$ cat src/rtl/seg_display_driver_if.sv
// seg_display_driver_if
//   Groups the game-facing inputs and the display outputs of
//   seg_display_driver so the driver and its user share one bundle.
//
//   select    : game phase (0 mode pick, 1 target, 2 counting, 3 score)
//   mode      : difficulty (0 easy, 1 regular, 2 hard, 3 same as hard)
//   number    : unsigned value to display
//   seg       : cathodes {g,f,e,d,c,b,a}, active-low
//   dp        : decimal point, active-low, always off
//   an        : digit anodes, active-low, an[0] is the rightmost digit
//   dbg_conv  : 1 while the binary-to-BCD converter is busy
//   dbg_value : binary value whose BCD image is currently displayed
//
// There is no valid/ready handshake on this bundle: number is level-sampled,
// and any difference from the displayed value is picked up whenever the
// converter is idle. Intermediate values that come and go while it is busy
// are never displayed.
interface seg_display_driver_if;
   logic [1:0]  select;
   logic [1:0]  mode;
   logic [13:0] number;
   logic [6:0]  seg;
   logic        dp;
   logic [3:0]  an;
   logic        dbg_conv;
   logic [13:0] dbg_value;

   modport master (
      output select, mode, number,
      input  seg, dp, an, dbg_conv, dbg_value
   );

   modport slave (
      input  select, mode, number,
      output seg, dp, an, dbg_conv, dbg_value
   );
endinterface

$ cat src/rtl/seg_display_driver.sv
// seg_display_driver
//   Four-digit multiplexed seven-segment driver for the reaction game.
//   The input number is clamped to 9999 and converted to BCD by a
//   sequential shift-and-add-3 converter (14 iterations, one per clock).
//   Only a fully converted value is ever displayed. A refresh counter
//   scans the four digits; in the score phase the display blinks.
//
//   clk : system clock, everything on its rising edge
//   rst : synchronous, active-low reset
//   bus : seg_display_driver_if.slave (select, mode, number in;
//         seg, dp, an, dbg_conv, dbg_value out)
module seg_display_driver #(
   parameter int REFRESH_TICKS = 100000,
   parameter int BLINK_TICKS   = 25000000
) (
   input logic                 clk,
   input logic                 rst,
   seg_display_driver_if.slave bus
);

   localparam int RW = (REFRESH_TICKS > 1) ? $clog2(REFRESH_TICKS) : 1;
   localparam int BW = (BLINK_TICKS > 1) ? $clog2(BLINK_TICKS) : 1;
   localparam logic [RW-1:0] REF_LAST   = RW'(REFRESH_TICKS - 1);
   localparam logic [BW-1:0] BLINK_LAST = BW'(BLINK_TICKS - 1);

   typedef enum logic {IDLE, CONV} conv_state_t;

   conv_state_t state_q, state_d;
   logic [29:0] work_q, work_d;     // {bcd[15:0], remaining binary[13:0]}
   logic [29:0] work_adj;
   logic [29:0] work_shift;
   logic [3:0]  iter_q, iter_d;
   logic [13:0] src_q, src_d;       // value being converted
   logic [13:0] value_q, value_d;   // value whose BCD is on the display
   logic [15:0] bcd_q, bcd_d;       // committed BCD, the only thing shown
   logic [13:0] clamped;

   logic [RW-1:0] ref_cnt;
   logic [1:0]    digit_idx;
   logic [BW-1:0] blink_cnt;
   logic          blink_off;

   assign clamped = (bus.number > 14'd9999) ? 14'd9999 : bus.number;

   // Converter state register
   always_ff @(posedge clk) begin
      if (!rst) begin
         state_q <= IDLE;
         work_q  <= '0;
         iter_q  <= '0;
         src_q   <= '0;
         value_q <= '0;
         bcd_q   <= '0;
      end else begin
         state_q <= state_d;
         work_q  <= work_d;
         iter_q  <= iter_d;
         src_q   <= src_d;
         value_q <= value_d;
         bcd_q   <= bcd_d;
      end
   end

   // Converter next state: adjust every BCD nibble >= 5, then shift left.
   always_comb begin
      state_d  = state_q;
      work_d   = work_q;
      iter_d   = iter_q;
      src_d    = src_q;
      value_d  = value_q;
      bcd_d    = bcd_q;
      work_adj = work_q;
      for (int i = 0; i < 4; i++) begin
         if (work_q[14 + 4*i +: 4] >= 4'd5) begin
            work_adj[14 + 4*i +: 4] = work_q[14 + 4*i +: 4] + 4'd3;
         end
      end
      work_shift = {work_adj[28:0], 1'b0};

      case (state_q)
         IDLE: begin
            if (clamped != value_q) begin
               src_d   = clamped;
               work_d  = {16'd0, clamped};
               iter_d  = 4'd0;
               state_d = CONV;
            end
         end
         CONV: begin
            work_d = work_shift;
            iter_d = iter_q + 4'd1;
            // 14th iteration: result and its source commit together
            if (iter_q == 4'd13) begin
               bcd_d   = work_shift[29:14];
               value_d = src_q;
               state_d = IDLE;
            end
         end
         default: state_d = IDLE;
      endcase
   end

   // Digit scan and blink timing
   always_ff @(posedge clk) begin
      if (!rst) begin
         ref_cnt   <= '0;
         digit_idx <= 2'd0;
         blink_cnt <= '0;
         blink_off <= 1'b0;
      end else begin
         if (ref_cnt == REF_LAST) begin
            ref_cnt   <= '0;
            digit_idx <= digit_idx + 2'd1;
         end else begin
            ref_cnt <= ref_cnt + RW'(1);
         end
         // Held in the on phase outside the score screen so that
         // entering it always starts visible.
         if (bus.select != 2'd3) begin
            blink_cnt <= '0;
            blink_off <= 1'b0;
         end else if (blink_cnt == BLINK_LAST) begin
            blink_cnt <= '0;
            blink_off <= ~blink_off;
         end else begin
            blink_cnt <= blink_cnt + BW'(1);
         end
      end
   end

   function automatic logic [6:0] digit_to_seg(input logic [3:0] d);
      case (d)
         4'd0:    digit_to_seg = 7'b1000000;
         4'd1:    digit_to_seg = 7'b1111001;
         4'd2:    digit_to_seg = 7'b0100100;
         4'd3:    digit_to_seg = 7'b0110000;
         4'd4:    digit_to_seg = 7'b0011001;
         4'd5:    digit_to_seg = 7'b0010010;
         4'd6:    digit_to_seg = 7'b0000010;
         4'd7:    digit_to_seg = 7'b1111000;
         4'd8:    digit_to_seg = 7'b0000000;
         4'd9:    digit_to_seg = 7'b0010000;
         default: digit_to_seg = 7'b1111111;
      endcase
   endfunction

   logic [3:0] nib;
   logic       blank;
   logic [3:0] mode_digit;

   // Output decode; select/mode act combinationally on the scan state.
   always_comb begin
      nib        = 4'd0;
      blank      = 1'b0;
      mode_digit = (bus.mode == 2'd3) ? 4'd3 : {2'b00, bus.mode} + 4'd1;
      bus.seg    = 7'b1111111;
      bus.an     = 4'b1111;
      case (digit_idx)
         2'd0: nib = bcd_q[3:0];
         2'd1: begin
            nib   = bcd_q[7:4];
            blank = (bcd_q[15:4] == 12'd0);
         end
         2'd2: begin
            nib   = bcd_q[11:8];
            blank = (bcd_q[15:8] == 8'd0);
         end
         default: begin
            nib   = bcd_q[15:12];
            blank = (bcd_q[15:12] == 4'd0);
         end
      endcase

      if (bus.select == 2'd0) begin
         bus.seg = (digit_idx == 2'd0) ? digit_to_seg(mode_digit) : 7'b0111111;
      end else if (!blank) begin
         bus.seg = digit_to_seg(nib);
      end

      if (rst && !((bus.select == 2'd3) && blink_off)) begin
         bus.an = ~(4'b0001 << digit_idx);
      end
   end

   assign bus.dp        = 1'b1;
   assign bus.dbg_conv  = (state_q == CONV);
   assign bus.dbg_value = value_q;

endmodule
$ cat src/flat_wrapper.sv
// flat-port wrapper written by rule: the top's interface ports become plain ports
module seg_display_driver_flat 
#(
   parameter int REFRESH_TICKS = 100000,
   parameter int BLINK_TICKS   = 25000000
)
  (clk, rst, bus_select, bus_mode, bus_number, bus_seg, bus_dp, bus_an, bus_dbg_conv, bus_dbg_value);
  seg_display_driver_if bus_i ();
  input logic clk;
  input logic rst;
  input wire logic [$bits(bus_i.select)-1:0] bus_select;
  input wire logic [$bits(bus_i.mode)-1:0] bus_mode;
  input wire logic [$bits(bus_i.number)-1:0] bus_number;
  output wire logic [$bits(bus_i.seg)-1:0] bus_seg;
  output wire logic [$bits(bus_i.dp)-1:0] bus_dp;
  output wire logic [$bits(bus_i.an)-1:0] bus_an;
  output wire logic [$bits(bus_i.dbg_conv)-1:0] bus_dbg_conv;
  output wire logic [$bits(bus_i.dbg_value)-1:0] bus_dbg_value;
  assign bus_i.select = bus_select;
  assign bus_i.mode = bus_mode;
  assign bus_i.number = bus_number;
  assign bus_seg = bus_i.seg;
  assign bus_dp = bus_i.dp;
  assign bus_an = bus_i.an;
  assign bus_dbg_conv = bus_i.dbg_conv;
  assign bus_dbg_value = bus_i.dbg_value;
  seg_display_driver #(.REFRESH_TICKS(REFRESH_TICKS), .BLINK_TICKS(BLINK_TICKS)) u_core (.clk(clk), .rst(rst), .bus(bus_i));
endmodule
$ cat config.mk
export PLATFORM = sky130hd
export DESIGN_NAME = seg_display_driver_flat
export DESIGN_NICKNAME = d
export VERILOG_FILES = /design/src/rtl/seg_display_driver_if.sv /design/src/rtl/seg_display_driver.sv /design/src/flat_wrapper.sv
export SDC_FILE = /design/constraint.sdc
export NUM_CORES = 1
export LEC_CHECK = 0
export ABC_CLOCK_PERIOD_IN_PS = 2700
export CAP_MARGIN = 10
export CORE_UTILIZATION = 59
export DETAILED_ROUTE_END_ITERATION = 16
export PLACE_DENSITY = 0.79
export SLEW_MARGIN = 20
export SYNTH_ARGS = -nofsm -noshare
export SYNTH_HDL_FRONTEND = slang
export SYNTH_SLANG_ARGS = --single-unit
export TNS_END_PERCENT = 30
$ cat constraint.sdc
create_clock -name clk -period 2.7 [get_ports clk]
set_clock_uncertainty 0.05 [all_clocks]
set_input_delay 0.27 -clock clk [delete_from_list [all_inputs] [get_ports clk]]
set_output_delay 0.27 -clock clk [all_outputs]
set_load 0.005 [all_outputs]
== After elaboration in Yosys (flattened, before gate mapping) ==
Memory sizes are Yosys's and may differ from the RTL's.
Cells that the tools add are included.
Cells by class
  bitwise operators: 4
  magnitude comparators: 5
  equality and inequality tests: 10
  shift operators: 1
  add/subtract/negate cells: 9
  reductions and logical operators: 13
  multiplexer cells: 19
Operators by type and width (count)
  30-bit one-hot mux with 2 select lines: 1
  30-bit 2-to-1 mux: 1
  25-bit by 1-bit adder with 25-bit output, second input constant: 1
  25-bit equality test, second input constant: 1
  4-bit 2-to-1 mux: 6
  7-bit 2-to-1 mux: 3
  17-bit by 1-bit adder with 17-bit output, second input constant: 1
  17-bit equality test, second input constant: 1
  4-bit by 3-bit >= comparator with 1-bit output, second input constant: 4
  14-bit greater-than comparator, second input constant: 1
  14-bit 2-to-1 mux: 1
  14-bit inequality test: 1
  4-bit by 2-bit adder with 4-bit output, second input constant: 3
  12-bit logical NOT: 1
  4-bit one-hot mux with 3 select lines: 1
  8-bit logical NOT: 1
  4-bit one-hot mux with 2 select lines: 1
  2-bit equality test, second input constant: 3
  4-bit by 1-bit adder with 4-bit output, second input constant: 1
  4-bit equality test, second input constant: 1
  2-bit logical NOT: 2
  4-bit logical NOT: 1
  4-bit NOT: 1
  2-bit AND reduction: 2
  other kinds (16): 21
Word-level totals
  input bits: 20
  memory bits (read-only): 224
  word-level logic and storage cells: 73
  output and inout port bits: 27
  register bits after elaboration: 124
  memories: 2
Memories
  (name not given): depth 16, width 7, read ports 1, clocked after memory_dff 0, write ports 0, RTL line seg_display_driver.sv:132  | case (d)
  (name not given): depth 16, width 7, read ports 1, clocked after memory_dff 0, write ports 0, RTL line seg_display_driver.sv:132

== Depth between registers and ports, before layout ==
Gate-level depths: netlist of the first run.
  depth in word-level cells: 5
  gate-level depth with buffers: 11
  mapped depth without buffers: 11

== Worst setup path after synthesis of the first run ==
No wires, ideal clock.
  path kind: register -> output
  from: reg u_core.digit_idx[0]
  to: out bus_seg[4]
  buffers on the path: 0
  required time: 2380 ps
  data arrival time: 2077 ps
  path slack: 303 ps
  cell stages (with the launch flop): 8
  path through: dfxtp_1 > inv_1 > ha_1 > a222oi_1 > a21oi_1 > mux2_2 > a22o_1 > a21oi_1
On the way
  longest elaborated chain between the ends: 5
  elaborated cells on any way between the ends: 9
RTL lines
  start, declared: RTL line seg_display_driver.sv:39  | logic [1:0] digit_idx;
  start signal, assigned: RTL line seg_display_driver.sv:113  | digit_idx <= digit_idx + 2'd1;
  2-bit equality test, or another cell as far along: RTL line seg_display_driver.sv:158  | case (digit_idx)
  4-bit one-hot mux with 3 select lines: RTL line seg_display_driver.sv:158
  memory read 16 x 7 bit
  7-bit 2-to-1 mux: RTL line seg_display_driver.sv:176  | end else if (!blank) begin
  7-bit 2-to-1 mux (*): RTL line seg_display_driver.sv:174  | if (bus.select == 2'd0) begin
  end, declared: RTL line flat_wrapper.sv:14  | output wire logic [$bits(bus_i.seg)-1:0] bus_seg;
Mark *: on every way between the ends. The rest lies on a longest branch, timed or not.

== Worst setup path in the final report of the first run ==
  from: reg u_core.digit_idx[0]
  to: out bus_seg[3]
Same word-level chain as after synthesis.

==> results of run 1 <==
==> flip-flops by register name, indices dropped and copies added (netlist names) <==
signal                flops
u_core.blink_cnt         25
u_core.iter_q             4
u_core.bus.dbg_value     14
u_core.blink_off          1
u_core.src_q             14
u_core.work_q            30
u_core.bus.dbg_conv       1
u_core.ref_cnt           17
u_core.digit_idx          2
u_core.bcd_q             16
==> power by group <==
part / switching [µW] / internal (µW) / total [µW]
registers: 26.1 / 1870 / 1890
logic: 164 / 114 / 278
clock network: 827 / 1380 / 2210
==> timing repair <==
| item | CTS | global route |
|---|---|---|
| gates resized for setup | 57 | 18 |
| pin swaps | 14 | 11 |
| endpoints found under the setup margin | 7 | 7 |
| endpoints found under the hold margin | 0 | 0 |
| buffers inserted | 8 | 2 |
==> layout make-up <==
cell class | count | area [µm²] | share of cell area [%]
clock buffers | 21 | 459 | 5.83
clock inverters | 11 | 116 | 1.48
inverters | 28 | 110 | 1.40
multi-input cells | 578 | 3650 | 46.3
flip-flops and latches | 124 | 2490 | 31.6
well taps | 136 | 170 | 2.16
repair buffers | 101 | 881 | 11.2
==> final timing paths <==
| kind | to | startpoint | depth (start not counted) |
|---|---|---|---|
| setup reg to reg | u_core.work_q[8] | u_core.bus.dbg_value[12] | 6 |
| hold reg to reg | u_core.blink_cnt[0] | u_core.blink_cnt[0] | 1 |
| hold / removal | u_core.blink_cnt[0] | u_core.blink_cnt[0] | 1 |
| setup / recovery | bus_seg[3] | u_core.digit_idx[0] | 12 |
==> worst max-delay path: cells and delay by family (launching register included) <==
kind | cells | cell delay (ns)
compound gates | 3 | 0.60
simple gates | 1 | 0.16
mux | 1 | 0.24
fa+ha+maj | 2 | 0.30
buf+inv | 5 | 0.52
flops | 1 | 0.38
==> cell families after synthesis <==
family	synth area share [%]
simple gates	25.8
compound gates	16.5
flops	39.5
buf+inv	4.73
xor+xnor	6.13
fa+ha+maj	4.58
mux	2.73
other cells	0.0596
==> through the flow <==
stage / hold slack [ns] / cells / total power, µW / setup slack [ns] / TNS, ns
after floorplan: 0.363 / 770 / 2080 / 0.303 / 0
after global placement: 0.373 / 958 / 2190 / -0.127 / -0.214
after detailed placement: 0.392 / 958 / 2200 / -0.171 / -0.722
after CTS: 0.397 / 998 / 4380 / -0.174 / -0.856
after global routing: 0.417 / 999 / 4490 / -0.401 / -2.30
final: 0.403 / 999 / 4380 / -0.338 / -1.72
==> routing by layer <==
layer / vias to the layer above / share of wire (%) / track usage (%)
met4: 0 / 2.6 / 12.5
li1: 2883 / - / -
met2: 212 / 50 / 51.6
met5: - / 0 / 0
met1: 2820 / 43 / 36.0
met3: 40 / 5.3 / 6.99
==> cells in the final DEF (no fill, tap or decap), types with 10 or more instances in the layout <==
master           instances
nand3_1                 39
nor4_1                  12
xor2_1                  28
nand2_1                107
ha_1                    16
dfxtp_1                122
a21oi_1                 64
o21ai_1                 13
clkdlybuf4s50_1         38
o21ai_0                 24
inv_1                   24
mux2i_1                 15
clkbuf_16               16
a211oi_1                10
and3_1                  13
nor3_1                  13
nor2_1                  71
xnor2_1                 16
nand2b_1                10
nand4_1                 24
buf_4                   48
==> flow_metrics.tcl, run 1 <==
set metrics [dict create \
    relSlewSlack_pct 52.5 \
    clock.fmax_ghz 0.329 \
    clockBufferDepth 2 \
    cp-start-kind "flop" \
    cp_slowest_cell "dfxtp_4" \
    wire_per_inst_um 16.1 \
    report.final.slew_viol_count 0 \
    cts_sinks 124 \
    fillCellCount 715 \
    coreArea_mm2 0.0103 \
    io_buffers 45 \
    cts_root_buf "clkbuf_8" \
    drc_errors 0 \
    ff2ff_setup_slack_ns 0.37 \
    crit_type "reg2out" \
    fin_ws_ns -0.338 \
    yosysMostFrequentCell "dfxtp_1" \
    yosysWarningCount 0 \
    std_cell_rows 37 \
    via_count 5955 \
    grt_use_total_pct 30.0 \
    powerDensity_mw_per_mm2 556 \
    dr.pass1.iters 8 \
    die_h_um 105 \
    final_antenna_net_count 0 \
    placed_area_mm2 0.00708 \
    peakVddDrop_mv 0.506 \
    yosys.area.top_type_share_pct 39.5 \
    period_needed_ns 3.04 \
    grt_overflow 0 \
    drt_iter0_markers 425 \
    crit_path_cell_trace "inv_6 > ha_4 > buf_6 > a222oi_1 > nand2_1 > o21ai_4 > inv_2 > buf_6 > ha_4 > mux2i_1 > o21ai_1 > buf_2" \
    synth-edff-count 0 \
    numCtsBuffers 17 \
    crit_path_end_kind "output pin" \
    post_synth_most_frequent_cells "dfxtp_1 (124), nand2_1 (107), nor2_1 (73)" \
    leakage_uw 0.00289 \
    synth_area_leaders "dfxtp_1 (39%), nand2_1 (6.4%), a21oi_1 (5.4%), ha_1 (4.6%), nor2_1 (4.4%)" \
    grt_setup_unrepaired "true" \
    grt_pass1_wl_mm 26.8 \
    netlist_instances 770 \
    io_pins 47 \
    critPathRequiredTime_ns 2.38 \
    violations "negative setup slack" \
    worst_pin_slew_ns 0.710 \
    arrival_ns 2.72 \
    ctsHoldBuffers 0 \
    synth.avg_cell_area_um2 8.17 \
    clk_pin_slew_ns 0.06 \
    wl_mm 16.1 \
    grt_pass1_vias 5808 \
    synthFlopType "dfxtp_1" \
    outcome "complete, but fails checks" \
    grt_max_degree 47 \
    htree_levels 4 \
    utilization_pct 76.3 \
    yosysUniqueCellTypes 65 \
    synth_nets 813 \
    ys_seq_elements 124 \
    synthToLayoutAreaGrowth_pct 25.2 \
    post_drt_via_cell_ratio 5.96 \
    dieArea_mm2 0.0111 \
    hold_viol_final 0 \
    antenna_found_initial 0 \
    cp_max_fo 6 \
    fin_nets 893 \
    dieWidth_um 105 \
    clk_latency_ns 0.52 \
    fin_area_mm2 0.00787 \
    hold_class "reg2reg" \
    yosysTopAreaCell "dfxtp_1" \
    cts_tree "yes" \
    start_util_pct 60.9 \
    place_hpwl_mm 10.4 \
    final-setup-viol-count 7 \
    antenna_cells 0 \
    routabilityCongestion 0.940 \
    yosysSeqAreaShare_pct 39.5 \
    maxCapViolations 0 \
    drive_above_1_share_pct 15.2 \
    syn_area_mm2 0.00629 \
    cpPeakStageDelay_ns 0.38 \
    synthArstFlopShare_pct 0 \
    period_share_pct 113 \
]
(Power assumes the default switching activity.)
==> inputs of run 2 (changes only) <==
--- a/config.mk
+++ b/config.mk
@@ -14,4 +14,3 @@
 export SYNTH_ARGS = -nofsm -noshare
 export SYNTH_HDL_FRONTEND = slang
 export SYNTH_SLANG_ARGS = --single-unit
-export TNS_END_PERCENT = 30
==> flow_metrics.tcl, run 2 (synthesized netlist as in run 1, its figures left out) <==
set metrics [dict create \
    cp-start-kind "flop" \
    clk_pin_slew_ns 0.06 \
    outcome "complete, but fails checks" \
    crit_path_start "u_core.digit_idx[0]" \
    final_antenna_net_count 0 \
    hold_class "reg2reg" \
    start_util_pct 60.9 \
    grt_setup_unrepaired "true" \
    fin_nets 891 \
    cpPeakStageDelay_ns 0.37 \
    grt_pass1_wl_mm 27.0 \
    io_pins 47 \
    clk_latency_ns 0.52 \
    violations "negative setup slack" \
    hold_viol_final 0 \
    cts_tree "yes" \
    path_depth 11 \
    clockBufferDepth 2 \
    worst_pin_slew_ns 0.692 \
    via_count 5917 \
    grt_max_degree 47 \
    post_drt_via_cell_ratio 5.93 \
    wl_met1_mm 6.91 \
    arrival_ns 2.64 \
    place_inst 958 \
    io_buffers 45 \
    ff2ff_setup_slack_ns 0.36 \
    crit_path_cell_trace "inv_4 > ha_4 > buf_6 > a222oi_1 > nand2_1 > o21ai_2 > ha_2 > inv_1 > a21oi_1 > a21boi_1 > clkdlybuf4s15_2" \
    die_h_um 105 \
    dr.pass1.iters 5 \
    r2r_cells 6 \
    fillCellCount 716 \
    crit_end "bus_seg[1]" \
    relSlewSlack_pct 53.7 \
    htree_levels 4 \
    layout_common_cells "dfxtp_1 (122), nand2_1 (106), nor2_1 (72)" \
    maxCapViolations 0 \
    critPathTopFamily "compound AO/OA/AOI/OAI gates" \
    final-setup-viol-count 7 \
    report.final.slew_viol_count 0 \
    grt_pass1_vias 5805 \
    grt_use_total_pct 30.3 \
    grt_overflow 0 \
    antenna_cells 0 \
    critPathRequiredTime_ns 2.38 \
    peakVddDrop_mv 0.506 \
    numCtsBuffers 17 \
    fin_area_mm2 0.00785 \
    regMostFlops "u_core.work_q" \
    cts_sinks 124 \
    wire_per_inst_um 16.1 \
    final_common_cell "dfxtp_1" \
    cp_slowest_cell "dfxtp_2" \
    ctsHoldBuffers 0 \
    drc_errors 0 \
    drt_iter0_markers 465 \
    top_regs "u_core.work_q (30), u_core.blink_cnt (25), u_core.ref_cnt (17)" \
    routabilityCongestion 0.940 \
    dr_wl_met2_mm 8.00 \
    timing.rr.end "u_core.work_q[8]" \
    cts_root_buf "clkbuf_8" \
    clock.fmax_ghz 0.338 \
    dieArea_mm2 0.0111 \
    largest_reg_flops 30 \
    synthToLayoutAreaGrowth_pct 24.8 \
    crit_path_end_kind "output pin" \
    leakage_uw 0.00289 \
    powerDensity_mw_per_mm2 558 \
    crit_type "reg2out" \
    final_cells 997 \
    wl_met3_um 839 \
    crit_buf_inv 4 \
    period_share_pct 110 \
    cp_max_fo 6 \
    antenna_found_initial 0 \
    place_hpwl_mm 10.4 \
    coreArea_mm2 0.0103 \
    drive_above_1_share_pct 15.2 \
    r2r_start "u_core.bus.dbg_value[12]" \
    placed_area_mm2 0.00708 \
    fin_ws_ns -0.261 \
    dieWidth_um 105 \
    wl_mm 16.1 \
    highest_layer "met4" \
    std_cell_rows 37 \
    period_needed_ns 2.96 \
]
[run 2: how the worst min path moves through the flow]
stage	startpoint	endpoint	slack, ns	depth (start not counted)
CTS	u_core.src_q[8]	u_core.src_q[8]	0.41	2
finish	u_core.blink_cnt[0]	u_core.blink_cnt[0]	0.40	1
floorplan	u_core.blink_cnt[0]	u_core.blink_cnt[0]	0.36	1
detailed placement	u_core.src_q[11]	u_core.bus.dbg_value[11]	0.39	2
global placement	u_core.blink_cnt[0]	u_core.blink_cnt[0]	0.37	1
global route	u_core.src_q[8]	u_core.src_q[8]	0.42	2
[run 2: worst reg2reg max path, stage by stage (launching register included)]
cell,delay (ns)
dfxtp_1,0.34
or4_1,0.52
o211ai_1,0.13
o2111a_1,0.25
and4_1,0.35
nand2_2,0.24
o311ai_1,0.35
[run 2: layer usage]
| layer | global-route usage (%) | vias to the layer above |
|---|---|---|
| met5 | 0 | - |
| met4 | 12.3 | 0 |
| met3 | 6.99 | 29 |
| met2 | 51.9 | 191 |
| met1 | 36.5 | 2818 |
| li1 | - | 2879 |
[run 2: repair_timing]
item | in CTS | in global routing
buffers inserted | 8 | 0
pin swaps | 18 | 1
setup endpoints to repair | 7 | 7
resized for setup | 69 | 4
[run 2: final cells by class]
| class | count | area (µm²) | area share, % |
|---|---|---|---|
| flip-flops and latches | 124 | 2480 | 31.7 |
| clock inverters | 11 | 116 | 1.48 |
| inverters | 28 | 108 | 1.37 |
| repair buffers | 99 | 862 | 11.0 |
| well taps | 136 | 170 | 2.17 |
| multi-input cells | 578 | 3650 | 46.5 |
| clock buffers | 21 | 459 | 5.85 |
[run 2: where the power goes]
part | internal, µW | leakage, µW | switching [µW] | total, µW
Clock | 1380 | 0.000280 | 831 | 2210
Sequential | 1870 | 0.00101 | 26.2 | 1890
Combinational | 114 | 0.00160 | 164 | 277
[run 2: through the flow]
stage | worst slack [ns] | setup TNS (ns) | utilization [%] | power, µW | hold slack, ns
after floorplan | 0.303 | 0 | - | 2080 | 0.363
after detailed placement | -0.171 | -0.722 | 68.6 | 2200 | 0.392
after CTS | -0.174 | -0.776 | 75.9 | 4380 | 0.408
final | -0.261 | -1.28 | 76.0 | 4380 | 0.403
after global placement | -0.127 | -0.214 | 68.6 | 2190 | 0.373
after global routing | -0.359 | -2.11 | 76.0 | 4490 | 0.417
